$ cat src/rtl/instr_fetch_ctrl.sv
// Fetch sequencer: owns the PC, drives the combinational instruction ROM and
// registers each fetched word into a one-entry valid/ready slot for decode.
//
// state   | meaning
// --------+----------------------------------------------------------
// S_IDLE  | waiting for start; redirects only retarget the PC
// S_FETCH | fetching one word per cycle whenever the slot is free
// S_HALT  | all-zero word seen; only a redirect (or rst) resumes
module instr_fetch_ctrl #(
    parameter int ADDR_W       = 8,
    parameter int DATA_W       = 16,
    parameter int RESET_PC     = 0,
    parameter int HALT_ON_ZERO = 1
) (
    input  logic              clk,
    input  logic              rst,
    input  logic              start,
    output logic [ADDR_W-1:0] instr_addr,
    input  logic [DATA_W-1:0] instr,
    output logic [DATA_W-1:0] out_instr,
    output logic [ADDR_W-1:0] out_pc,
    output logic              out_valid,
    input  logic              out_ready,
    input  logic              redirect,
    input  logic [ADDR_W-1:0] redirect_pc,
    output logic              halted,
    output logic              busy,
    output logic [15:0]       fetch_count
);

    typedef enum logic [1:0] {
        S_IDLE  = 2'd0,
        S_FETCH = 2'd1,
        S_HALT  = 2'd2
    } state_t;

    localparam logic [ADDR_W-1:0] L_RESET_PC = ADDR_W'(RESET_PC);
    localparam logic [ADDR_W-1:0] L_PC_ONE   = ADDR_W'(1);

    state_t              r_state;
    logic [ADDR_W-1:0]   r_pc;
    logic                r_out_valid;
    logic [DATA_W-1:0]   r_out_instr;
    logic [ADDR_W-1:0]   r_out_pc;
    logic [15:0]         r_fetch_count;

    state_t              w_state_nxt;
    logic [ADDR_W-1:0]   w_pc_nxt;
    logic                w_valid_nxt;
    logic [DATA_W-1:0]   w_instr_nxt;
    logic [ADDR_W-1:0]   w_out_pc_nxt;
    logic [15:0]         w_count_nxt;

    logic                w_slot_free;
    logic                w_transfer;
    logic                w_fetch_en;
    logic                w_halt_word;

    assign w_slot_free = !r_out_valid || out_ready;
    assign w_transfer  = r_out_valid && out_ready;
    assign w_fetch_en  = (r_state == S_FETCH) && w_slot_free && !redirect;
    assign w_halt_word = (HALT_ON_ZERO != 0) && (instr == '0);

    always_ff @(posedge clk or posedge rst) begin
        if (rst) begin
            r_state       <= S_IDLE;
            r_pc          <= L_RESET_PC;
            r_out_valid   <= 1'b0;
            r_out_instr   <= '0;
            r_out_pc      <= '0;
            r_fetch_count <= '0;
        end else begin
            r_state       <= w_state_nxt;
            r_pc          <= w_pc_nxt;
            r_out_valid   <= w_valid_nxt;
            r_out_instr   <= w_instr_nxt;
            r_out_pc      <= w_out_pc_nxt;
            r_fetch_count <= w_count_nxt;
        end
    end

    always_comb begin
        w_state_nxt  = r_state;
        w_pc_nxt     = r_pc;
        w_valid_nxt  = r_out_valid;
        w_instr_nxt  = r_out_instr;
        w_out_pc_nxt = r_out_pc;

        // A consumed word leaves the slot unless a new load replaces it below.
        if (w_transfer) begin
            w_valid_nxt = 1'b0;
        end

        if (redirect) begin
            w_pc_nxt    = redirect_pc;
            w_valid_nxt = 1'b0;
            if ((r_state != S_IDLE) || start) begin
                w_state_nxt = S_FETCH;
            end
        end else begin
            case (r_state)
                S_IDLE: begin
                    if (start) begin
                        w_state_nxt = S_FETCH;
                    end
                end
                S_FETCH: begin
                    if (w_fetch_en) begin
                        if (w_halt_word) begin
                            w_valid_nxt = 1'b0;
                            w_state_nxt = S_HALT;
                        end else begin
                            w_instr_nxt  = instr;
                            w_out_pc_nxt = r_pc;
                            w_valid_nxt  = 1'b1;
                            w_pc_nxt     = r_pc + L_PC_ONE;
                        end
                    end
                end
                S_HALT: begin
                    w_state_nxt = S_HALT;
                end
                default: begin
                    w_state_nxt = S_IDLE;
                end
            endcase
        end
    end

    always_comb begin
        w_count_nxt = r_fetch_count;
        if (w_transfer && (r_fetch_count != 16'hFFFF)) begin
            w_count_nxt = r_fetch_count + 16'd1;
        end
    end

    assign instr_addr  = r_pc;
    assign out_instr   = r_out_instr;
    assign out_pc      = r_out_pc;
    assign out_valid   = r_out_valid;
    assign halted      = (r_state == S_HALT);
    assign busy        = (r_state == S_FETCH) || r_out_valid;
    assign fetch_count = r_fetch_count;

endmodule

$ cat config.mk
export PLATFORM = sky130hd
export DESIGN_NAME = instr_fetch_ctrl
export DESIGN_NICKNAME = d
export VERILOG_FILES = /design/src/rtl/instr_fetch_ctrl.sv
export SDC_FILE = /design/constraint.sdc
export NUM_CORES = 1
export LEC_CHECK = 0
export BUFFER_PORTS_ARGS = -buffer_cell sky130_fd_sc_hd__buf_2
export CORE_ASPECT_RATIO = 1.4
export CORE_MARGIN = 10
export CORE_UTILIZATION = 25
export CTS_BUF_LIST = sky130_fd_sc_hd__clkbuf_4
export DETAILED_ROUTE_END_ITERATION = 7
export GPL_TIMING_DRIVEN = 0
export PLACE_DENSITY = 0.43
export SETUP_SLACK_MARGIN = 0.05
export SLEW_MARGIN = 20
export SYNTH_ARGS = -nofsm -noshare
export SYNTH_HDL_FRONTEND = slang
export SYNTH_SLANG_ARGS = --single-unit
export TNS_END_PERCENT = 5
$ cat constraint.sdc
create_clock -name clk -period 5.4 [get_ports clk]
set_input_delay 1.08 -clock clk [delete_from_list [all_inputs] [get_ports clk]]
set_output_delay 1.08 -clock clk [all_outputs]
set_load 0.02 [all_outputs]
==> flow_summary.ini, run 1 <==
[yosys]
synth_ff_type = dfrtp_1
yosys.area.top_type_share_pct = 54.2
synth-edff-count = 0
synth_cell_type_count = 35
syn_avg_cell_area_sq_um = 12.0
yosys_warnings = 0
synth_area_leader_cell = dfrtp_1
synth-async-reset-ratio_pct = 100
ys_top_cells_by_area = dfrtp_1, mux2_1, xnor2_1, nand2_1, ha_1
synth_cells = 197
ys_seq_area_share_pct = 54.2
ys_seq_elements = 51
syn_area_sq_um = 2350
synth.net_count = 231

[global_route]
gr-total-overflow = 0
grt_pass1_vias = 1955
grt_usage_pct = 9.18
grt_max_degree = 52
antenna_found_initial = 0
grt_pass1_wl_mm = 9.90

[worst_hold_path]
worstHoldPathCells = 1
hold_class = flip-flop to flip-flop

[floorplanning]
die_area_sq_um = 13800
die_x_um = 102
row_count = 41
core_sq_um = 9130
start_util_pct = 25.8
io_pins = 80
die_y_um = 135

[setup_path]
startpoint_type = input pin
startpoint = instr[10]
r2r_cells = 5
worstSetupEndpointType = flip-flop
worst-path-max-fanout = 10
rr_startpoint = fetch_count[0]$_DFFE_PP0P_
critPathArrivalTime_ns = 3.13
r2r_setup_slack_ns = 3.14
r2r-end = fetch_count[1]$_DFFE_PP0P_
crit_end = out_instr[15]$_DFFE_PP0P_
crit_type = input pin to flip-flop
crit_required_ns = 5.66

[layout]
syn_to_final_growth_pct = 24.8
final_cells = 391
diodes = 0
drive_above_1_share_pct = 34.5
fin_nets = 317

[cts]
cts_sinks = 51
clk_pin_slew_ns = 0.13
h-tree-depth = 2
cts_root_buf = clkbuf_4
cts_buffers = 5
cts_setup_buffers = 0
ctsHoldBuffers = 0
cts_tree = built
post_cts_resized = 0
clockBufferDepth = 2
clock_latency_ns = 0.38

[sta]
fin_skew_ns = 0.0219
fmax_mhz = 349
worst_slew_pin_slew_ns = 0.898
period_minus_slack_ns = 2.86
grt_setup_unrepaired = no
slew-limit-headroom_pct = 39.4
final_hold_viol_count = 0
setup_tns_ns = 0
slew_violations = 0
period_share_pct = 53.0
finalSetupViolations = 0

[placement]
place_congestion = 0.750
port_buffers = 79
post-place-cells = 383
dp_hpwl_mm = 4.79

[power_and_ir_drop]
seqPwrFrac_pct = 44.0
p_leak_nw = 1.40
internal-power_w = 0.000799
power_density_nw_per_um2 = 470
power_switching_share_pct = 42.1
irDropWorstVdd_uv = 239
clkPwrFrac_pct = 12.6
combPwrFrac_pct = 43.4
switchingPower_w = 0.000582

[detailed_routing]
viasPerCell = 4.46
wirelength_mm = 6.13
drt_iter0_drc = 22
wire_per_inst_um = 15.7
firstDrtPassIters = 4
vias = 1743
final_antenna_net_count = 0
drc = 0

[status]
status = finished clean

[flow_run]
maxCapViolCount = 0
==> worst min path at each step <==
stage	start	endpoint	slack [ns]
after floorplan	r_state[1]$_DFFE_PP0P_	r_state[1]$_DFFE_PP0P_	0.47
after global placement	out_pc[2]$_DFFE_PP0P_	out_pc[2]$_DFFE_PP0P_	0.47
after detailed placement	out_instr[0]$_DFFE_PP0P_	out_instr[0]$_DFFE_PP0P_	0.48
after CTS	fetch_count[15]$_DFFE_PP0P_	fetch_count[15]$_DFFE_PP0P_	0.50
after global routing	fetch_count[14]$_DFFE_PP0P_	fetch_count[14]$_DFFE_PP0P_	0.52
final	out_instr[3]$_DFFE_PP0P_	out_instr[3]$_DFFE_PP0P_	0.50
==> cell usage in the layout, fill, tap and decap left out, drive strengths merged, types with 3 or more instances in the layout <==
cell,instances
clkbuf,7
o21ai,8
buf,82
nand3,8
nor3,4
mux2,26
xor2,5
xnor2,16
dfrtp,51
inv,8
or4,5
nor2,6
nand4,8
ha,5
a21oi,3
nand2,19
==> synth_stat cells (all sizes together), types with 4 or more instances <==
master,n
xnor2,16
inv,8
nand3,8
nand2,19
mux2,26
dfrtp,51
nor3,4
nor2,6
xor2,5
ha,5
nand4,8
or4,5
o21ai,8
==> routing by layer <==
layer	vias to the layer above	track usage (%)	wire, um
met3	5	3.83	530
li1	863	-	-
met2	52	16.6	3120
met4	0	2.83	76
met1	823	9.25	2400
met5	-	0	0
==> flip-flops by register name, summed over array words and instances, names as in the netlist <==
register and count:
out_pc 8, instr_addr 8, out_instr 16, r_state 2, fetch_count 16, out_valid 1
==> critical path, cell delays in order <==
cell and delay, ns:
buf_2 0.10, or4_1 0.64, nor4_4 0.47, or3_1 0.18, buf_4 0.16, buf_6 0.17, mux2_1 0.33
==> logic make-up (layout without fill, tap and decap cells) <==
group,Yosys count,in the layout,synth area share [%]
AOI/OAI and AO/OA,17,17,4.89
xor gates and xnor gates,21,21,7.81
buffers and inverters,13,100,2.87
muxes,26,26,12.4
and+or+nand+nor,64,64,15.1
adders and majority gates,5,5,2.66
DFF,51,51,54.2
==> power by group through the flow <==
stage | Sequential (W) | Clock, W | Combinational [W]
final | 0.000607 | 0.000175 | 0.000599
after global routing | 0.000634 | 0.000205 | 0.000659
after CTS | 0.000611 | 0.000189 | 0.000616
after detailed placement | 0.000619 | 0 | 0.000615
after global placement | 0.000617 | 0 | 0.000608
after floorplan | 0.000768 | 0 | 0.000237
==> stage by stage <==
step / hold slack (ns) / util, % / total power [W] / cell area (sq um) / setup WS [ns]
5_1_grt: 0.524 / 32.2 / 0.00150 / 2940 / 2.46
2_1_floorplan: 0.472 / - / 0.00100 / 2350 / 2.51
6_report: 0.501 / 32.2 / 0.00138 / 2940 / 2.54
4_1_cts: 0.502 / 32.2 / 0.00142 / 2940 / 2.52
3_5_place_dp: 0.475 / 31.6 / 0.00123 / 2890 / 2.10
3_3_place_gp: 0.468 / 31.6 / 0.00123 / 2880 / 2.13
==> layout make-up <==
| cell class | instances | area, sq um |
|---|---|---|
| repair buffers | 79 | 395 |
| fillers | 971 | 6190 |
| clock buffers | 5 | 37.5 |
| well taps | 107 | 134 |
| inverters | 8 | 32.5 |
| flip-flops and latches | 51 | 1280 |
| clock inverters | 3 | 15.0 |
| plain buffers | 5 | 37.5 |
| multi-input cells | 133 | 1010 |
Note: power is estimated with default switching activity, not from simulation.
==> inputs of run 2 (changes only) <==
PLACE_DENSITY = 0.44   (was 0.43)
clock period = 2.4 ns   (was 5.4 ns; I/O delays follow)
==> flow_summary.ini, run 2 (synthesis gave the netlist of run 1 again) <==
[layout]
final_cell_mix = buf_2, dfrtp_1, mux2_1, nand2_1, xnor2_1
num-fill-cells = 971
diodes = 0
drive_above_1_share_pct = 35.9
layout_commonest_cell = buf_2
syn_to_final_growth_pct = 26.0
fin_area_sq_um = 2970
fin_nets = 320
final_cells = 394

[cts]
cts_sinks = 51
clk_pin_slew_ns = 0.14
h-tree-depth = 2
cts_root_buf = clkbuf_4
clock_latency_ns = 0.37
cts_tree = built
cts_buffers = 5
clockBufferDepth = 2

[detailed_routing]
firstDrtPassIters = 4
wirelength_mm = 6.22
drc = 0
wire_per_inst_um = 15.8
final_antenna_net_count = 0
vias = 1811
viasPerCell = 4.60
drt_iter0_drc = 41

[power_and_ir_drop]
combPwrFrac_pct = 43.2
clkPwrFrac_pct = 13.1
irDropWorstVdd_uv = 341
seqPwrFrac_pct = 43.7
internal-power_w = 0.00183
p_leak_nw = 1.43
power_density_nw_per_um2 = 1050
switchingPower_w = 0.00130
power_switching_share_pct = 41.5

[sta]
finalSetupViolations = 0
slew_violations = 0
slew-limit-headroom_pct = 43.6
hold_ws_ns = 0.194
fmax_mhz = 457
setup_slack_ns = 0.212
grt_setup_unrepaired = yes
final_hold_viol_count = 0
worst_slew_pin_slew_ns = 0.835
period_share_pct = 91.2
fin_skew_ns = 0.00930
period_minus_slack_ns = 2.19

[floorplanning]
row_count = 41
die_y_um = 135
start_util_pct = 25.8
die_area_sq_um = 13800
core_sq_um = 9130
io_pins = 80
die_x_um = 102

[setup_path]
worstSetupEndpointType = flip-flop
critPathArrivalTime_ns = 2.45
worst-path-max-fanout = 10
r2r_setup_slack_ns = 0.22
rr_startpoint = fetch_count[0]$_DFFE_PP0P_
startpoint_type = input pin
r2r-end = fetch_count[1]$_DFFE_PP0P_
crit_type = input pin to flip-flop
r2r_cells = 5
crit_required_ns = 2.66

[placement]
place_congestion = 0.719
dp_slack_ns = -0.295
place_area_sq_um = 2890
dp_hpwl_mm = 4.82
post-place-cells = 383
port_buffers = 79

[flow_run]
maxCapViolCount = 0

[global_route]
grt_max_degree = 52
grt_pass1_vias = 1934
gr-total-overflow = 0
antenna_found_initial = 0
grt_pass1_wl_mm = 10.1
grt_usage_pct = 9.20

[worst_hold_path]
hold_class = input pin to asynchronous set/reset pin

[status]
status = finished clean
## run 2: cell count changes in the layout (fill, tap and decap cells not counted), sizes merged
cell      before  now
clkbuf         7    9
buf           82   85
clkinv         2    1
clkinvlp       1    0
## run 2: how the worst max path moves through the flow
stage                                     startpoint                          to  slack [ns]  depth (start not counted)
after global placement                     instr[10]   out_instr[15]$_DFFE_PP0P_       -0.27                          7
after detailed placement                   instr[10]   out_instr[15]$_DFFE_PP0P_       -0.30                          7
after CTS                                  instr[10]   out_instr[15]$_DFFE_PP0P_        0.14                          7
final                                      instr[10]   out_instr[15]$_DFFE_PP0P_        0.21                          7
after floorplan                             instr[0]    out_instr[0]$_DFFE_PP0P_        0.11                          6
after global routing      fetch_count[0]$_DFFE_PP0P_  fetch_count[9]$_DFFE_PP0P_        0.03                          6
## run 2: power by group through the flow
stage	logic, W	registers (W)	clock network (W)
floorplan	0.000533	0.00173	0
global placement	0.00137	0.00139	0
detailed placement	0.00139	0.00139	0
CTS	0.00139	0.00137	0.000442
global route	0.00149	0.00142	0.000468
finish	0.00135	0.00137	0.000409
## run 2: metal layers
layer  GRT usage, %  routed length (um)  part of all wire (%)
met1           10.5                2580                    41
met2           15.5                3060                    49
met3           3.42                 502                   8.1
met4           2.83                  79                   1.3
met5              0                   0                     0
## run 2: final cells by class
type	instances	area, sq um	share of cell area (%)
sequential	51	1280	43.0
clock buffer	7	52.6	1.77
inverter	8	32.5	1.10
tap	107	134	4.51
buffer	5	37.5	1.27
clock inverter	1	5.00	0.169
timing repair buffer	82	418	14.1
multi-input combinational	133	1010	34.1
## run 2: critical path, cell delays in order
cell and delay, ns:
buf_2 0.10, or4_1 0.62, nor4_4 0.41, or3_1 0.16
buf_4 0.16, buf_6 0.18, mux2_1 0.33
## run 2: repair_timing
item | in CTS | in global routing
endpoints found under the setup margin | 0 | 24
resized for setup | 0 | 0
buffers inserted | 0 | 3
hold buffers | 0 | 0
hold endpoints to repair | 0 | 0
## run 2: through the flow
step           TNS, ns  util, %  total power [W]
4_1_cts              0     32.2          0.00320
2_1_floorplan        0        -          0.00226
6_report             0     32.5          0.00312
5_1_grt              0     32.5          0.00338
3_5_place_dp     -6.23     31.6          0.00278
3_3_place_gp    -14.61     31.6          0.00275
